[config.mk]
export PLATFORM = sky130hd
export DESIGN_NAME = mic_i2s_array_rx
export DESIGN_NICKNAME = d
export VERILOG_FILES = /design/src/rtl/mic_array_pkg.sv /design/src/rtl/mic_i2s_clkgen.sv /design/src/rtl/mic_i2s_array_rx.sv
export SDC_FILE = /design/constraint.sdc
export NUM_CORES = 1
export LEC_CHECK = 0
export CELL_PAD_IN_SITES_DETAIL_PLACEMENT = 0
export CELL_PAD_IN_SITES_GLOBAL_PLACEMENT = 1
export CORE_MARGIN = 2
export CORE_UTILIZATION = 30
export CTS_BUF_LIST = sky130_fd_sc_hd__clkbuf_4 sky130_fd_sc_hd__clkbuf_8
export CTS_CLUSTER_SIZE = 8
export DETAILED_ROUTE_END_ITERATION = 7
export PLACE_DENSITY_LB_ADDON = 0.1
export SYNTH_ARGS = -nofsm -noshare
export SYNTH_HDL_FRONTEND = slang
export SYNTH_SLANG_ARGS = --single-unit
[constraint.sdc]
create_clock -name clk -period 14.6 [get_ports clk]
set_input_delay 3.65 -clock clk [delete_from_list [all_inputs] [get_ports clk]]
set_output_delay 3.65 -clock clk [all_outputs]
set_load 0.01 [all_outputs]
[src/rtl/mic_array_pkg.sv]
// Shared definitions for the microphone array capture front end.
//   DATA_W / CHAN_W / ERR_W : widths of the 32-bit mic input stream fields
//   ERR_OVERRUN             : error bit set on the first beat of a restarted burst
//   emit_state_e            : beat emitter states
package mic_array_pkg;

  localparam int DATA_W      = 32;
  localparam int CHAN_W      = 5;
  localparam int ERR_W       = 2;
  localparam int ERR_OVERRUN = 0;

  typedef enum logic {
    IDLE = 1'b0,
    EMIT = 1'b1
  } emit_state_e;

endpackage

[src/rtl/mic_i2s_clkgen.sv]
// I2S bit clock / word select generator shared by every microphone line.
//   clk, reset, enable : system clock, sync active-high reset, capture enable
//   mic_sck            : bit clock, toggles every CLK_DIV clk cycles
//   mic_ws             : word select (0 = left slot), changes with sck falling
//   frame_start        : one-cycle pulse after bit_cnt wraps 63 -> 0
//   bit_cnt            : bit position within the 64-bit frame
//   rise_tick          : high in the cycle whose clk edge raises mic_sck
//   fall_tick          : high in the cycle whose clk edge lowers mic_sck
module mic_i2s_clkgen #(
  parameter int CLK_DIV = 4
) (
  input  logic       clk,
  input  logic       reset,
  input  logic       enable,
  output logic       mic_sck,
  output logic       mic_ws,
  output logic       frame_start,
  output logic [5:0] bit_cnt,
  output logic       rise_tick,
  output logic       fall_tick
);

  localparam int DIV_W = (CLK_DIV > 1) ? $clog2(CLK_DIV) : 1;

  logic [DIV_W-1:0] div_cnt;
  logic             tick;

  assign tick      = enable && (div_cnt == DIV_W'(CLK_DIV - 1));
  assign rise_tick = tick && !mic_sck;
  assign fall_tick = tick && mic_sck;

  // bit_cnt is a flop, so word select is registered and moves only on sck fall.
  assign mic_ws = bit_cnt[5];

  // NOTE: sequential state uses non-blocking assignments so every flop samples
  // the pre-edge value of every other flop, independent of statement order.
  always_ff @(posedge clk) begin
    if (reset || !enable) begin
      div_cnt     <= '0;
      mic_sck     <= 1'b0;
      bit_cnt     <= '0;
      frame_start <= 1'b0;
    end else begin
      div_cnt     <= tick ? '0 : div_cnt + DIV_W'(1);
      frame_start <= fall_tick && (bit_cnt == 6'd63);
      if (tick) begin
        mic_sck <= ~mic_sck;
      end
      if (fall_tick) begin
        bit_cnt <= bit_cnt + 6'd1;
      end
    end
  end

endmodule

[src/rtl/mic_i2s_array_rx.sv]
// Microphone array I2S receiver: drives sck/ws to all mics, deserialises
// NUM_LINES data lines (left/right pair each) and emits one stream beat per
// microphone after each slot's last significant bit.
//   clk, reset, enable  : system clock, sync active-high reset, capture enable
//   mic_sd              : serial data, line i carries channels 2i and 2i+1
//   mic_sck, mic_ws     : shared bit clock and word select
//   mic_output_*        : 32-bit mic stream (data, channel, error, valid)
//   frame_start         : pulse at the start of every 64-bit frame
module mic_i2s_array_rx
  import mic_array_pkg::*;
#(
  parameter int NUM_LINES      = 8,
  parameter int CLK_DIV        = 4,
  parameter int SAMPLE_BITS    = 24,
  parameter int STARTUP_FRAMES = 2
) (
  input  logic                 clk,
  input  logic                 reset,
  input  logic                 enable,
  input  logic [NUM_LINES-1:0] mic_sd,
  output logic                 mic_sck,
  output logic                 mic_ws,
  output logic [DATA_W-1:0]    mic_output_data,
  output logic [CHAN_W-1:0]    mic_output_channel,
  output logic [ERR_W-1:0]     mic_output_error,
  output logic                 mic_output_valid,
  output logic                 frame_start
);

  localparam int LINE_W = (NUM_LINES > 1) ? $clog2(NUM_LINES) : 1;
  localparam int SU_W   = $clog2(STARTUP_FRAMES + 1);

  logic [5:0] bit_cnt;
  logic       rise_tick;
  logic       fall_tick;

  mic_i2s_clkgen #(
    .CLK_DIV(CLK_DIV)
  ) u_clkgen (
    .clk        (clk),
    .reset      (reset),
    .enable     (enable),
    .mic_sck    (mic_sck),
    .mic_ws     (mic_ws),
    .frame_start(frame_start),
    .bit_cnt    (bit_cnt),
    .rise_tick  (rise_tick),
    .fall_tick  (fall_tick)
  );

  // Slot bit 0 is the I2S one-bit delay after the ws edge; bits 1..SAMPLE_BITS
  // carry the sample MSB first, anything after is padding.
  logic [4:0] slot_bit;
  logic       capture;
  logic       latch;

  assign slot_bit = bit_cnt[4:0];
  assign capture  = rise_tick && (slot_bit >= 5'd1) && (slot_bit <= 5'(SAMPLE_BITS));
  assign latch    = rise_tick && (slot_bit == 5'(SAMPLE_BITS));

  logic [SAMPLE_BITS-1:0] shift_q    [NUM_LINES];
  logic [SAMPLE_BITS-1:0] shift_next [NUM_LINES];
  logic [SAMPLE_BITS-1:0] hold_q     [NUM_LINES];

  always_comb begin
    for (int i = 0; i < NUM_LINES; i++) begin
      shift_next[i] = {shift_q[i][SAMPLE_BITS-2:0], mic_sd[i]};
    end
  end

  // NOTE: the shift and holding registers are pure datapath and carry no
  // reset; nothing reads them until a full slot has been shifted in and the
  // emitter (which is reset) gates every output with valid.
  always_ff @(posedge clk) begin
    for (int i = 0; i < NUM_LINES; i++) begin
      if (capture) begin
        shift_q[i] <= shift_next[i];
      end
      // The latch edge also shifts in the last bit, so take the post-shift value.
      if (latch) begin
        hold_q[i] <= shift_next[i];
      end
    end
  end

  emit_state_e       state_q, state_d;
  logic [LINE_W-1:0] line_q, line_d;
  logic              slot_q, slot_d;
  logic              ovr_q, ovr_d;
  logic [SU_W-1:0]   startup_q;
  logic              emit_ok;

  assign emit_ok = (startup_q == SU_W'(STARTUP_FRAMES));

  always_ff @(posedge clk) begin
    if (reset || !enable) begin
      state_q   <= IDLE;
      line_q    <= '0;
      slot_q    <= 1'b0;
      ovr_q     <= 1'b0;
      startup_q <= '0;
    end else begin
      state_q <= state_d;
      line_q  <= line_d;
      slot_q  <= slot_d;
      ovr_q   <= ovr_d;
      if (frame_start && !emit_ok) begin
        startup_q <= startup_q + SU_W'(1);
      end
    end
  end

  // NOTE: every variable gets its default before the case so no path leaves
  // one unassigned, which would otherwise infer a latch.
  always_comb begin
    state_d = state_q;
    line_d  = line_q;
    slot_d  = slot_q;
    ovr_d   = 1'b0;
    unique case (state_q)
      IDLE: begin
        if (latch) begin
          state_d = EMIT;
          line_d  = '0;
          slot_d  = bit_cnt[5];
        end
      end
      EMIT: begin
        if (latch) begin
          // New samples arrived before the burst finished: restart and flag it.
          line_d = '0;
          slot_d = bit_cnt[5];
          ovr_d  = 1'b1;
        end else if (line_q == LINE_W'(NUM_LINES - 1)) begin
          state_d = IDLE;
          line_d  = '0;
        end else begin
          line_d = line_q + LINE_W'(1);
        end
      end
      default: state_d = IDLE;
    endcase
  end

  // Beats are decoded straight from the emitter flops; startup frames run the
  // emitter but keep valid low.
  logic [SAMPLE_BITS-1:0] cur_sample;

  assign cur_sample = hold_q[line_q];

  always_comb begin
    mic_output_valid   = (state_q == EMIT) && emit_ok;
    mic_output_data    = '0;
    mic_output_channel = '0;
    mic_output_error   = '0;
    if (mic_output_valid) begin
      mic_output_data    = {{(DATA_W - SAMPLE_BITS){cur_sample[SAMPLE_BITS-1]}}, cur_sample};
      mic_output_channel = CHAN_W'({line_q, slot_q});
      mic_output_error[ERR_OVERRUN] = ovr_q;
    end
  end

endmodule

==> metrics.txt, run 1 <==
# TYPE chip_impl_metric gauge
chip_impl_metric{name="route.detailed.wl_per_inst",unit="µm"} 17.4
chip_impl_metric{name="drt_wl_total",unit="mm"} 24.5
chip_impl_metric{name="cts-htree-levels",unit=""} 3
chip_impl_metric{name="max_cap_viol_count",unit=""} 0
chip_impl_metric{name="total_leakage_power",unit="nW"} 4.94
chip_impl_metric{name="reg2reg_depth",unit=""} 5
chip_impl_metric{name="worst_slew_margin_rel",unit="%"} 25.4
chip_impl_metric{name="area_growth_syn_to_layout",unit="%"} 18.4
chip_impl_metric{name="report.final.hold_viol_count",unit=""} 0
chip_impl_metric{name="finalWorstSetupSlack",unit="ns"} 7.39
chip_impl_info{name="startpoint_of_the_most_critical_hold_path",value="shift_q[1][22]"} 1
chip_impl_metric{name="clkLatencyLatePin",unit="ns"} 0.60
chip_impl_metric{name="cts_num_sinks",unit=""} 397
chip_impl_metric{name="synth.top_cell.area_share",unit="%"} 81.7
chip_impl_metric{name="ir_drop_worst_case_vdd",unit="µV"} 75.2
chip_impl_metric{name="finalWeightedCongestion",unit=""} 0.660
chip_impl_metric{name="fin_skew",unit="ns"} 0.0282
chip_impl_metric{name="layout_worst_path_cycle_share",unit="%"} 49.4
chip_impl_metric{name="setup_total_negative_slack",unit="ns"} 0
chip_impl_metric{name="fin_total_pwr",unit="W"} 0.00224
chip_impl_metric{name="finalSetupViolCount",unit=""} 0
chip_impl_metric{name="number_of_flops_mapped_to_enable_cells_by_yosys",unit=""} 376
chip_impl_metric{name="worstMarginPinSlew",unit="ns"} 1.12
chip_impl_metric{name="power_density",unit="nW/µm²"} 137
chip_impl_metric{name="buffer_ports.inserted",unit=""} 51
chip_impl_info{name="worst_r2r_endpoint",value="hold_q[5][4]"} 1
chip_impl_metric{name="layout.filler_cells",unit=""} 4284
chip_impl_metric{name="die_y",unit="µm"} 219
chip_impl_metric{name="avgViaCountPerCell",unit=""} 4.34
chip_impl_metric{name="clock_tree.buffer_depth",unit=""} 3
chip_impl_metric{name="ant_nets",unit=""} 0
chip_impl_info{name="crit_path_start_kind",value="flip-flop"} 1
chip_impl_info{name="r2r_start",value="u_clkgen.div_cnt[0]"} 1
chip_impl_metric{name="ys_async_sr_fraction",unit="%"} 0
chip_impl_metric{name="wire_length_of_the_first_global_routing_pass",unit="mm"} 38.6
chip_impl_metric{name="cts-resized-gates",unit=""} 0
chip_impl_metric{name="worst-endpoint-required",unit="ns"} 10.95
chip_impl_info{name="criticalPathCategory",value="flip-flop to output pin"} 1
chip_impl_info{name="dominantRegCellSynth",value="edfxtp_1"} 1
chip_impl_metric{name="clk_pin_slew_worst_paths",unit="ns"} 0.06
chip_impl_metric{name="ys_warns",unit=""} 0
chip_impl_metric{name="critPathArrivalTime",unit="ns"} 3.56
chip_impl_metric{name="drt_iter0_markers",unit=""} 359
chip_impl_info{name="min_to",value="hold_q[4][23]"} 1
chip_impl_metric{name="core_area",unit="µm²"} 45500
chip_impl_metric{name="avgSynthCellArea",unit="µm²"} 21.2
chip_impl_metric{name="pin_count_of_the_biggest_net_entering_global_routing",unit=""} 185
chip_impl_metric{name="post_cts_buffers",unit=""} 0
chip_impl_metric{name="die_area",unit="µm²"} 47800
chip_impl_metric{name="worst_hold_path.num_cells",unit=""} 0
chip_impl_metric{name="dp_slack",unit="ns"} 7.91
chip_impl_metric{name="rows",unit=""} 78
chip_impl_metric{name="num_antenna_cells",unit=""} 0
chip_impl_metric{name="period_needed",unit="ns"} 7.21
chip_impl_metric{name="flops_latches_synth",unit=""} 397
chip_impl_info{name="end_kind",value="output pin"} 1
chip_impl_metric{name="yosys.cell_types.count",unit=""} 38
chip_impl_info{name="cts_tree",value="done"} 1
chip_impl_info{name="most-common-layout-cells",value="edfxtp_1 (376), mux2i_1 (100), clkbuf_8 (76)"} 1
chip_impl_metric{name="nNetsFinal",unit=""} 770
chip_impl_metric{name="antenna_found_initial",unit=""} 0
chip_impl_metric{name="die_w",unit="µm"} 219
chip_impl_metric{name="drt_pre_antenna_iters",unit=""} 6
chip_impl_metric{name="holdBufCountCts",unit=""} 0
chip_impl_info{name="outcome",value="completed"} 1
chip_impl_metric{name="grt_pass1_vias",unit=""} 6666
chip_impl_info{name="final_common_cell",value="edfxtp_1"} 1
chip_impl_metric{name="effective_utilization_at_floorplan",unit="%"} 30.4
chip_impl_metric{name="globalRouteOverflowTotal",unit=""} 0
chip_impl_metric{name="cts-buffers-inserted",unit=""} 71
chip_impl_metric{name="finish.utilization",unit="%"} 36.0
chip_impl_metric{name="worst_path_largest_cell_delay",unit="ns"} 0.89
chip_impl_info{name="netlist_top_cells_area",value="edfxtp_1 (82%), mux2i_1 (7.2%), dfxtp_1 (3.0%)"} 1
chip_impl_info{name="critical_path.cell_chain",value="buf_4 > mux2i_1 > o22a_1 > o221ai_1 > clkdlybuf4s50_1"} 1
chip_impl_info{name="yosys.area.top_type",value="edfxtp_1"} 1
chip_impl_metric{name="synth_seq_area_share",unit="%"} 84.7
chip_impl_metric{name="max_clock_freq",unit="MHz"} 139
chip_impl_info{name="cts-root-buf",value="clkbuf_8"} 1
chip_impl_metric{name="io-pin-count",unit=""} 54
chip_impl_metric{name="post_syn_instances",unit=""} 651
chip_impl_metric{name="layout-drive-gt1-share",unit="%"} 14.6
chip_impl_metric{name="critical_path.max_fanout",unit=""} 52
chip_impl_metric{name="vias",unit=""} 6099
chip_impl_metric{name="dp_hpwl",unit="mm"} 13.0
chip_impl_info{name="hold_path.class",value="flip-flop to flip-flop"} 1
chip_impl_metric{name="finalMaxSlewViolations",unit=""} 0
chip_impl_metric{name="worst-r2r-setup-slack",unit="ns"} 11.47
chip_impl_metric{name="post_synth_instance_area",unit="µm²"} 13800
chip_impl_metric{name="global_route.usage.total",unit="%"} 10.6
chip_impl_info{name="cell_at_the_slowest_stage_of_the_critical_path",value="dfxtp_4"} 1
chip_impl_info{name="grt_setup_unrepaired",value="no"} 1
chip_impl_metric{name="drcViolationCount",unit=""} 0
==> synth_stat cells (3+ instances only) <==
master / n
o22a_1: 24
nor2b_1: 3
and3_1: 6
inv_1: 4
nor3_1: 4
ha_1: 7
mux2i_1: 100
o221ai_1: 24
buf_4: 15
a21oi_1: 5
buf_2: 10
dfxtp_1: 21
clkbuf_1: 6
nand2_1: 9
xnor2_1: 3
edfxtp_1: 376
nor2_1: 7
==> logic make-up after synthesis <==
| kind of cell | share of synthesized area (%) |
|---|---|
| XOR/XNOR | 0.253 |
| buffers and inverters | 1.61 |
| other | 0.0271 |
| multiplexers | 7.24 |
| adder cells (fa/ha/maj) | 0.633 |
| AO/OA/AOI/OAI | 3.53 |
| AND/OR/NAND/NOR | 2.00 |
| flip-flops | 84.7 |
==> stage by stage <==
stage	area, µm²	cells	hold WS [ns]
6_report	16400	1404	0.418
5_1_grt	16400	1404	0.427
4_1_cts	16400	1404	0.420
3_5_place_dp	15000	1279	0.406
3_3_place_gp	15000	1279	0.403
2_1_floorplan	13800	652	0.400
==> worst max path at each step <==
stage / end / slack (ns) / cells past startpoint
2_1_floorplan: shift_q[0][0] / 0.89 / 3
3_3_place_gp: hold_q[0][15] / 7.95 / 5
3_5_place_dp: hold_q[2][14] / 7.91 / 5
4_1_cts: mic_output_data[6] / 7.26 / 5
5_1_grt: mic_output_data[6] / 7.12 / 5
6_report: mic_output_data[6] / 7.39 / 5
==> where the power goes <==
part / switching [W] / internal (W)
Sequential: 0.000000167 / 0.00123
Combinational: 0.00000244 / 0.00000279
Clock: 0.000436 / 0.000572
Total: 0.000438 / 0.00180
==> registers in the layout, indices dropped and copies added, names as in the netlist, named ones only <==
| register | count |
|---|---|
| hold_q | 192 |
| line_q | 3 |
| ovr_q | 1 |
| shift_q | 184 |
| slot_q | 1 |
| startup_q | 2 |
| state_q | 1 |
| u_clkgen.bit_cnt | 6 |
| u_clkgen.div_cnt | 2 |
| u_clkgen.frame_start | 1 |
| u_clkgen.mic_sck | 1 |
==> area by class of cell <==
class	count	area, µm²	area share (%)
inverter	4	15.0	0.0918
tap	600	751	4.59
multi-input combinational	218	1910	11.7
timing repair buffer	60	591	3.61
sequential	397	11700	71.6
clock buffer	92	1170	7.13
clock inverter	33	219	1.34
==> routing by layer <==
layer,vias up,part of all wire (%),track usage [%]
li1,2836,-,-
met4,0,3.2,4.93
met1,3079,45,13.4
met3,67,4.2,3.08
met5,-,0,0
met2,117,47,16.9
==> worst max-delay path, delay by kind of cell, from the launching register on <==
family                 cells  cell delay, ns
buffers and inverters      2            1.33
DFF                        1            0.89
muxes                      1            0.29
AOI/OAI and AO/OA          2            0.35
Note: power is estimated with default switching activity, not from simulation.
==> run 2, diff against run 1 <==
==> constraint.sdc (replaced) <==
create_clock -name clk -period 7.05 [get_ports clk]
set_input_delay 1.7625 -clock clk [delete_from_list [all_inputs] [get_ports clk]]
set_output_delay 1.7625 -clock clk [all_outputs]
set_load 0.01 [all_outputs]
==> run 2 against run 1 <==
  * Clock skew is 0.0063 ns lower
  * Critical path depth is 1 higher
  * Clock-buffer cell count is 5 higher
  * Flip-flop and latch count stayed put
  * Cell count stayed put
==> metrics.txt, run 2 (synthesis results as in run 1) <==
# TYPE chip_impl_metric gauge
chip_impl_info{name="outcome",value="completed"} 1
chip_impl_metric{name="nNetsFinal",unit=""} 770
chip_impl_metric{name="die_w",unit="µm"} 219
chip_impl_metric{name="drt_pre_antenna_iters",unit=""} 4
chip_impl_metric{name="die_y",unit="µm"} 219
chip_impl_metric{name="finalWorstSetupSlack",unit="ns"} 1.81
chip_impl_metric{name="effective_utilization_at_floorplan",unit="%"} 30.4
chip_impl_metric{name="layout-drive-gt1-share",unit="%"} 15.3
chip_impl_metric{name="critPathArrivalTime",unit="ns"} 3.48
chip_impl_metric{name="pin_count_of_the_biggest_net_entering_global_routing",unit=""} 185
chip_impl_metric{name="rows",unit=""} 78
chip_impl_metric{name="ir_drop_worst_case_vdd",unit="µV"} 109
chip_impl_metric{name="clk_pin_slew_worst_paths",unit="ns"} 0.05
chip_impl_metric{name="globalRouteOverflowTotal",unit=""} 0
chip_impl_info{name="crit_path_start_kind",value="flip-flop"} 1
chip_impl_metric{name="worst-endpoint-required",unit="ns"} 5.29
chip_impl_metric{name="cts-resized-gates",unit=""} 0
chip_impl_metric{name="global_route.usage.total",unit="%"} 10.6
chip_impl_metric{name="vias",unit=""} 6107
chip_impl_metric{name="wire_length_of_the_first_global_routing_pass",unit="mm"} 38.0
chip_impl_info{name="final_common_cell",value="edfxtp_1"} 1
chip_impl_metric{name="area_growth_syn_to_layout",unit="%"} 18.1
chip_impl_metric{name="worstMarginPinSlew",unit="ns"} 1.14
chip_impl_metric{name="layout_worst_path_cycle_share",unit="%"} 74.4
chip_impl_metric{name="grt_pass1_vias",unit=""} 6494
chip_impl_metric{name="buffer_ports.inserted",unit=""} 51
chip_impl_metric{name="max_cap_viol_count",unit=""} 0
chip_impl_info{name="criticalPathCategory",value="flip-flop to output pin"} 1
chip_impl_metric{name="drt_iter0_markers",unit=""} 454
chip_impl_metric{name="period_needed",unit="ns"} 5.24
chip_impl_metric{name="clkLatencyLatePin",unit="ns"} 0.58
chip_impl_info{name="end_kind",value="output pin"} 1
chip_impl_metric{name="drt_wl_total",unit="mm"} 24.7
chip_impl_info{name="biggestRegsByFlops",value="hold_q: 192 flops, shift_q: 184 flops, u_clkgen.bit_cnt: 6 flops"} 1
chip_impl_metric{name="total_leakage_power",unit="nW"} 4.92
chip_impl_metric{name="die_area",unit="µm²"} 47800
chip_impl_metric{name="fin_total_pwr",unit="W"} 0.00452
chip_impl_info{name="cts-root-buf",value="clkbuf_8"} 1
chip_impl_metric{name="antenna_found_initial",unit=""} 0
chip_impl_metric{name="route.detailed.wl_per_inst",unit="µm"} 17.6
chip_impl_metric{name="cts_num_sinks",unit=""} 397
chip_impl_metric{name="cts-htree-levels",unit=""} 3
chip_impl_metric{name="avgViaCountPerCell",unit=""} 4.35
chip_impl_metric{name="largest_register_ff_count",unit=""} 192
chip_impl_info{name="startpoint_of_the_most_critical_hold_path",value="shift_q[0][94]"} 1
chip_impl_metric{name="core_area",unit="µm²"} 45500
chip_impl_info{name="largest-register",value="hold_q"} 1
chip_impl_info{name="cts_tree",value="done"} 1
chip_impl_metric{name="dp_slack",unit="ns"} 2.22
chip_impl_metric{name="fin_skew",unit="ns"} 0.0219
chip_impl_metric{name="max_clock_freq",unit="MHz"} 191
chip_impl_info{name="most-common-layout-cells",value="edfxtp_1 (376), mux2i_1 (100), clkbuf_8 (73)"} 1
chip_impl_metric{name="worst_slew_margin_rel",unit="%"} 24.1
chip_impl_info{name="r2r_start",value="u_clkgen.div_cnt[0]"} 1
chip_impl_metric{name="num_antenna_cells",unit=""} 0
chip_impl_info{name="timing.critical_path.from",value="startup_q[0]"} 1
chip_impl_metric{name="drcViolationCount",unit=""} 0
chip_impl_metric{name="finalSetupViolCount",unit=""} 0
chip_impl_metric{name="post_cts_buffers",unit=""} 0
chip_impl_info{name="hold_path.class",value="flip-flop to flip-flop"} 1
chip_impl_metric{name="holdBufCountCts",unit=""} 0
chip_impl_metric{name="power_density",unit="nW/µm²"} 277
chip_impl_info{name="grt_setup_unrepaired",value="no"} 1
chip_impl_metric{name="cts-buffers-inserted",unit=""} 70
chip_impl_metric{name="clock_tree.buffer_depth",unit=""} 3
chip_impl_metric{name="critical_path.max_fanout",unit=""} 13
chip_impl_metric{name="io-pin-count",unit=""} 54
chip_impl_metric{name="dp_hpwl",unit="mm"} 13.4
chip_impl_metric{name="ant_nets",unit=""} 0
chip_impl_metric{name="finalMaxSlewViolations",unit=""} 0
chip_impl_metric{name="finalWeightedCongestion",unit=""} 0.669
chip_impl_metric{name="report.final.hold_viol_count",unit=""} 0
## run 2: cell count changes in the layout (fill, tap and decap cells not counted), moves of 3 or more
cell / change
clkbuf_4: +8
clkinv_1: -5
bufinv_16: -3
clkbuf_8: -3
## run 2: power breakdown
| part | switching (W) | internal (W) | leakage (nW) | total, W |
|---|---|---|---|---|
| Combinational | 0.00000578 | 0.00000595 | 0.673 | 0.0000117 |
| Sequential | 0.000000354 | 0.00254 | 3.55 | 0.00254 |
| Clock | 0.000881 | 0.00109 | 0.699 | 0.00197 |
## run 2: worst max-delay path: stages (launching register included)
cell and delay, ns:
dfxtp_1 0.32, inv_1 0.06, ha_1 0.28, and2_1 0.20, nand3b_1 0.58, o221ai_1 0.79
clkdlybuf4s50_1 0.67
## run 2: layer usage
metal,GRT usage (%),up-vias,wire (µm)
li1,-,2830,-
met1,12.7,3115,10900
met2,17.5,105,12300
met3,3.13,57,905
met4,4.62,0,658
met5,0,-,0
## run 2: final cells by class
cell class,instances,area [µm²]
tap,600,751
clock inverter,27,124
inverter,4,15.0
timing repair buffer,61,611
multi-input combinational,218,1920
sequential,397,11700
clock buffer,97,1180
fill,4285,29200
## run 2: metrics by stage
stage | setup TNS [ns] | cell area (µm²) | hold slack (ns) | instances | util (%)
2_1_floorplan | -281.75 | 13900 | 0.400 | 652 | -
4_1_cts | 0 | 16300 | 0.416 | 1404 | 35.9
3_5_place_dp | 0 | 15000 | 0.407 | 1280 | 33.0
3_3_place_gp | 0 | 15000 | 0.406 | 1280 | 33.0
5_1_grt | 0 | 16300 | 0.419 | 1404 | 35.9
6_report | 0 | 16300 | 0.417 | 1404 | 35.9
## run 2: worst paths after layout
path | to | slack, ns | cells past startpoint
setup / recovery | mic_output_data[31] | 1.81 | 6
hold / removal | hold_q[3][23] | 0.42 | 0
setup reg to reg | hold_q[0][17] | 4.25 | 5
hold reg to reg | hold_q[3][23] | 0.42 | 0
==> run 3, diff against run 2 <==
==> constraint.sdc (replaced) <==
create_clock -name clk -period 5.2 [get_ports clk]
set_input_delay 1.3 -clock clk [delete_from_list [all_inputs] [get_ports clk]]
set_output_delay 1.3 -clock clk [all_outputs]
set_load 0.01 [all_outputs]
==> run 3 against run 2 <==
  * Clock-buffer cell count up 1
  * Sequential share of layout area is 0.055 points higher
  * Flip-flop and latch count did not move
  * Final area is essentially flat
  * Utilization about the same
  * First-iteration DRC count down 7.5%
  * Die area did not move
  * Via count fell by 0.72%
  * Global-route usage up 0.21 points
  * Critical path depth unchanged
  * Wire length increased by 1.3%
  * Largest power group unchanged
==> metrics.txt, run 3 (synthesis results as in run 1) <==
# TYPE chip_impl_metric gauge
chip_impl_info{name="outcome",value="completed"} 1
chip_impl_metric{name="area_growth_syn_to_layout",unit="%"} 18.0
chip_impl_metric{name="max_cap_viol_count",unit=""} 0
chip_impl_metric{name="nNetsFinal",unit=""} 769
chip_impl_metric{name="final_area",unit="µm²"} 16300
chip_impl_metric{name="finalSetupViolCount",unit=""} 0
chip_impl_metric{name="drcViolationCount",unit=""} 0
chip_impl_metric{name="fin_skew",unit="ns"} 0.0241
chip_impl_metric{name="power_density",unit="nW/µm²"} 375
chip_impl_metric{name="critical_path.max_fanout",unit=""} 12
chip_impl_metric{name="period_needed",unit="ns"} 4.66
chip_impl_metric{name="clk_pin_slew_worst_paths",unit="ns"} 0.06
chip_impl_metric{name="global_route.usage.total",unit="%"} 10.8
chip_impl_info{name="crit_end",value="mic_output_data[28]"} 1
chip_impl_metric{name="drt_wl_total",unit="mm"} 25.0
chip_impl_metric{name="globalRouteOverflowTotal",unit=""} 0
chip_impl_metric{name="ant_nets",unit=""} 0
chip_impl_info{name="final_common_cell",value="edfxtp_1"} 1
chip_impl_metric{name="pwr-share-clk",unit="%"} 43.3
chip_impl_metric{name="cts-buffers-inserted",unit=""} 69
chip_impl_metric{name="worst_path_largest_cell_delay",unit="ns"} 0.73
chip_impl_metric{name="clkLatencyLatePin",unit="ns"} 0.58
chip_impl_metric{name="route.detailed.wl_per_inst",unit="µm"} 17.9
chip_impl_info{name="crit_path_start_kind",value="flip-flop"} 1
chip_impl_metric{name="effective_utilization_at_floorplan",unit="%"} 30.4
chip_impl_metric{name="placedCellCount",unit=""} 1280
chip_impl_metric{name="power.share.combinational",unit="%"} 0.2
chip_impl_metric{name="holdBufCountCts",unit=""} 0
chip_impl_metric{name="post_cts_buffers",unit=""} 0
chip_impl_metric{name="drt_iter0_markers",unit=""} 420
chip_impl_metric{name="seqPwrFrac",unit="%"} 56.4
chip_impl_metric{name="finalWeightedCongestion",unit=""} 0.687
chip_impl_info{name="criticalPathCategory",value="flip-flop to output pin"} 1
chip_impl_info{name="timing.critical_path.from",value="startup_q[0]"} 1
chip_impl_info{name="hold_path.class",value="flip-flop to flip-flop"} 1
chip_impl_metric{name="avgViaCountPerCell",unit=""} 4.34
chip_impl_metric{name="worst-endpoint-required",unit="ns"} 3.90
chip_impl_info{name="cell_at_the_slowest_stage_of_the_critical_path",value="o221ai_1"} 1
chip_impl_metric{name="die_area",unit="µm²"} 47800
chip_impl_metric{name="pin_count_of_the_biggest_net_entering_global_routing",unit=""} 185
chip_impl_info{name="cts_tree",value="done"} 1
chip_impl_info{name="grt_setup_unrepaired",value="no"} 1
chip_impl_metric{name="vias",unit=""} 6063
chip_impl_metric{name="ir_drop_worst_case_vdd",unit="µV"} 153
chip_impl_metric{name="layout.filler_cells",unit=""} 4240
chip_impl_metric{name="largest_register_ff_count",unit=""} 192
chip_impl_info{name="end_kind",value="output pin"} 1
chip_impl_metric{name="wire_length_of_the_first_global_routing_pass",unit="mm"} 38.8
chip_impl_metric{name="critPathArrivalTime",unit="ns"} 3.36
chip_impl_metric{name="max_clock_freq",unit="MHz"} 215
chip_impl_metric{name="clock_tree.buffer_depth",unit=""} 3
chip_impl_info{name="critical_path.cell_chain",value="inv_1 > ha_1 > and2_1 > nand3b_1 > o221ai_1 > clkdlybuf4s50_1"} 1
chip_impl_info{name="cts-root-buf",value="clkbuf_8"} 1
chip_impl_info{name="biggestRegsByFlops",value="hold_q: 192 flops, shift_q: 184 flops, u_clkgen.bit_cnt: 6 flops"} 1
chip_impl_metric{name="drt_pre_antenna_iters",unit=""} 4
chip_impl_metric{name="sw_share",unit="%"} 19.5
chip_impl_metric{name="finalMaxSlewViolations",unit=""} 0
chip_impl_metric{name="path_depth",unit=""} 6
chip_impl_metric{name="antenna_found_initial",unit=""} 0
chip_impl_metric{name="worstPathBufferInverterCount",unit=""} 2
chip_impl_metric{name="die_y",unit="µm"} 219
chip_impl_metric{name="internal-power",unit="W"} 0.00492
chip_impl_metric{name="worst-r2r-setup-slack",unit="ns"} 2.36
chip_impl_metric{name="buffer_ports.inserted",unit=""} 51
chip_impl_metric{name="rows",unit=""} 78
chip_impl_metric{name="total_leakage_power",unit="nW"} 4.90
chip_impl_metric{name="die_w",unit="µm"} 219
chip_impl_metric{name="timing.hold.ws",unit="ns"} 0.419
chip_impl_metric{name="reg2reg_depth",unit=""} 5
chip_impl_metric{name="core_area",unit="µm²"} 45500
chip_impl_metric{name="num_antenna_cells",unit=""} 0
chip_impl_metric{name="cts-resized-gates",unit=""} 0
chip_impl_metric{name="post_layout_nonfiller_instances",unit=""} 1398
chip_impl_metric{name="detailed_place.area",unit="µm²"} 15000
chip_impl_metric{name="net-switching-power",unit="W"} 0.00119
chip_impl_info{name="worst_r2r_endpoint",value="shift_q[0][18]"} 1
chip_impl_metric{name="cts-htree-levels",unit=""} 3
chip_impl_metric{name="layout_worst_path_cycle_share",unit="%"} 89.5
chip_impl_info{name="largest-register",value="hold_q"} 1
chip_impl_info{name="most-common-layout-cells",value="edfxtp_1 (376), mux2i_1 (100), clkbuf_8 (73)"} 1
chip_impl_metric{name="report.final.hold_viol_count",unit=""} 0
chip_impl_metric{name="worstMarginPinSlew",unit="ns"} 1.32
chip_impl_metric{name="grt_pass1_vias",unit=""} 6589
chip_impl_metric{name="io-pin-count",unit=""} 54
chip_impl_info{name="critPathTopFamily",value="buffers and inverters"} 1
chip_impl_info{name="r2r_start",value="u_clkgen.div_cnt[0]"} 1
chip_impl_metric{name="cts_num_sinks",unit=""} 397
chip_impl_metric{name="layout-drive-gt1-share",unit="%"} 14.7
chip_impl_metric{name="worst_slew_margin_rel",unit="%"} 11.8
chip_impl_metric{name="dp_hpwl",unit="mm"} 13.7
==> run 3: cell count changes in the layout (fill, tap and decap cells not counted), sizes merged <==
cell and delta:
clkbuf +1, clkinv -4, clkinvlp -1, inv -2
==> run 3: worst register-to-register path: cells and delay by family, from the launching register on <==
family / cells / cell delay [ns]
adders and majority gates: 1 / 0.49
and+or+nand+nor: 1 / 0.08
AOI/OAI and AO/OA: 2 / 0.53
buffers and inverters: 1 / 0.54
DFF: 1 / 0.34
==> run 3: stage by stage <==
step / power [W] / setup slack, ns / TNS (ns) / util (%)
6_report: 0.00611 / 0.544 / 0 / 35.9
3_3_place_gp: 0.00353 / 1.12 / 0 / 33.1
2_1_floorplan: 0.00352 / -2.84 / -560.64 / -
4_1_cts: 0.00622 / 0.354 / 0 / 35.9
5_1_grt: 0.00636 / 0.174 / 0 / 35.9
3_5_place_dp: 0.00353 / 1.02 / 0 / 33.1
==> run 3: metal layers <==
metal	global-route usage [%]	routed length, µm	vias to the layer above
met2	17.6	12200	109
li1	-	-	2820
met3	3.17	965	67
met4	4.71	782	0
met1	13.2	11100	3067
met5	0	0	-
==> run 3: how the worst min path moves through the flow <==
stage,from,to,slack [ns],cells past startpoint
after global placement,shift_q[0][94],hold_q[3][23],0.40,0
after global routing,shift_q[0][46],hold_q[1][23],0.43,0
after CTS,shift_q[0][46],hold_q[1][23],0.42,0
after detailed placement,shift_q[0][46],hold_q[1][23],0.41,0
after floorplan,shift_q[0][22],hold_q[0][23],0.40,0
final,shift_q[0][46],hold_q[1][23],0.42,0
==> run 3: power groups by stage <==
stage           logic (W)  clock network [W]  registers, W
4_1_cts         0.0000154            0.00276       0.00345
3_5_place_dp    0.0000152                  0       0.00351
3_3_place_gp    0.0000149                  0       0.00351
6_report        0.0000151            0.00265       0.00345
2_1_floorplan  0.00000554                  0       0.00351
5_1_grt         0.0000165            0.00290       0.00345
==> run 3: cell type report <==
type | count | area [µm²] | area share [%]
repair buffers | 61 | 636 | 3.90
inverters | 4 | 15.0 | 0.0921
clock buffers | 98 | 1190 | 7.31
flip-flops and latches | 397 | 11700 | 71.8
multi-input cells | 218 | 1920 | 11.8
well taps | 600 | 751 | 4.60
clock inverters | 20 | 78.8 | 0.483
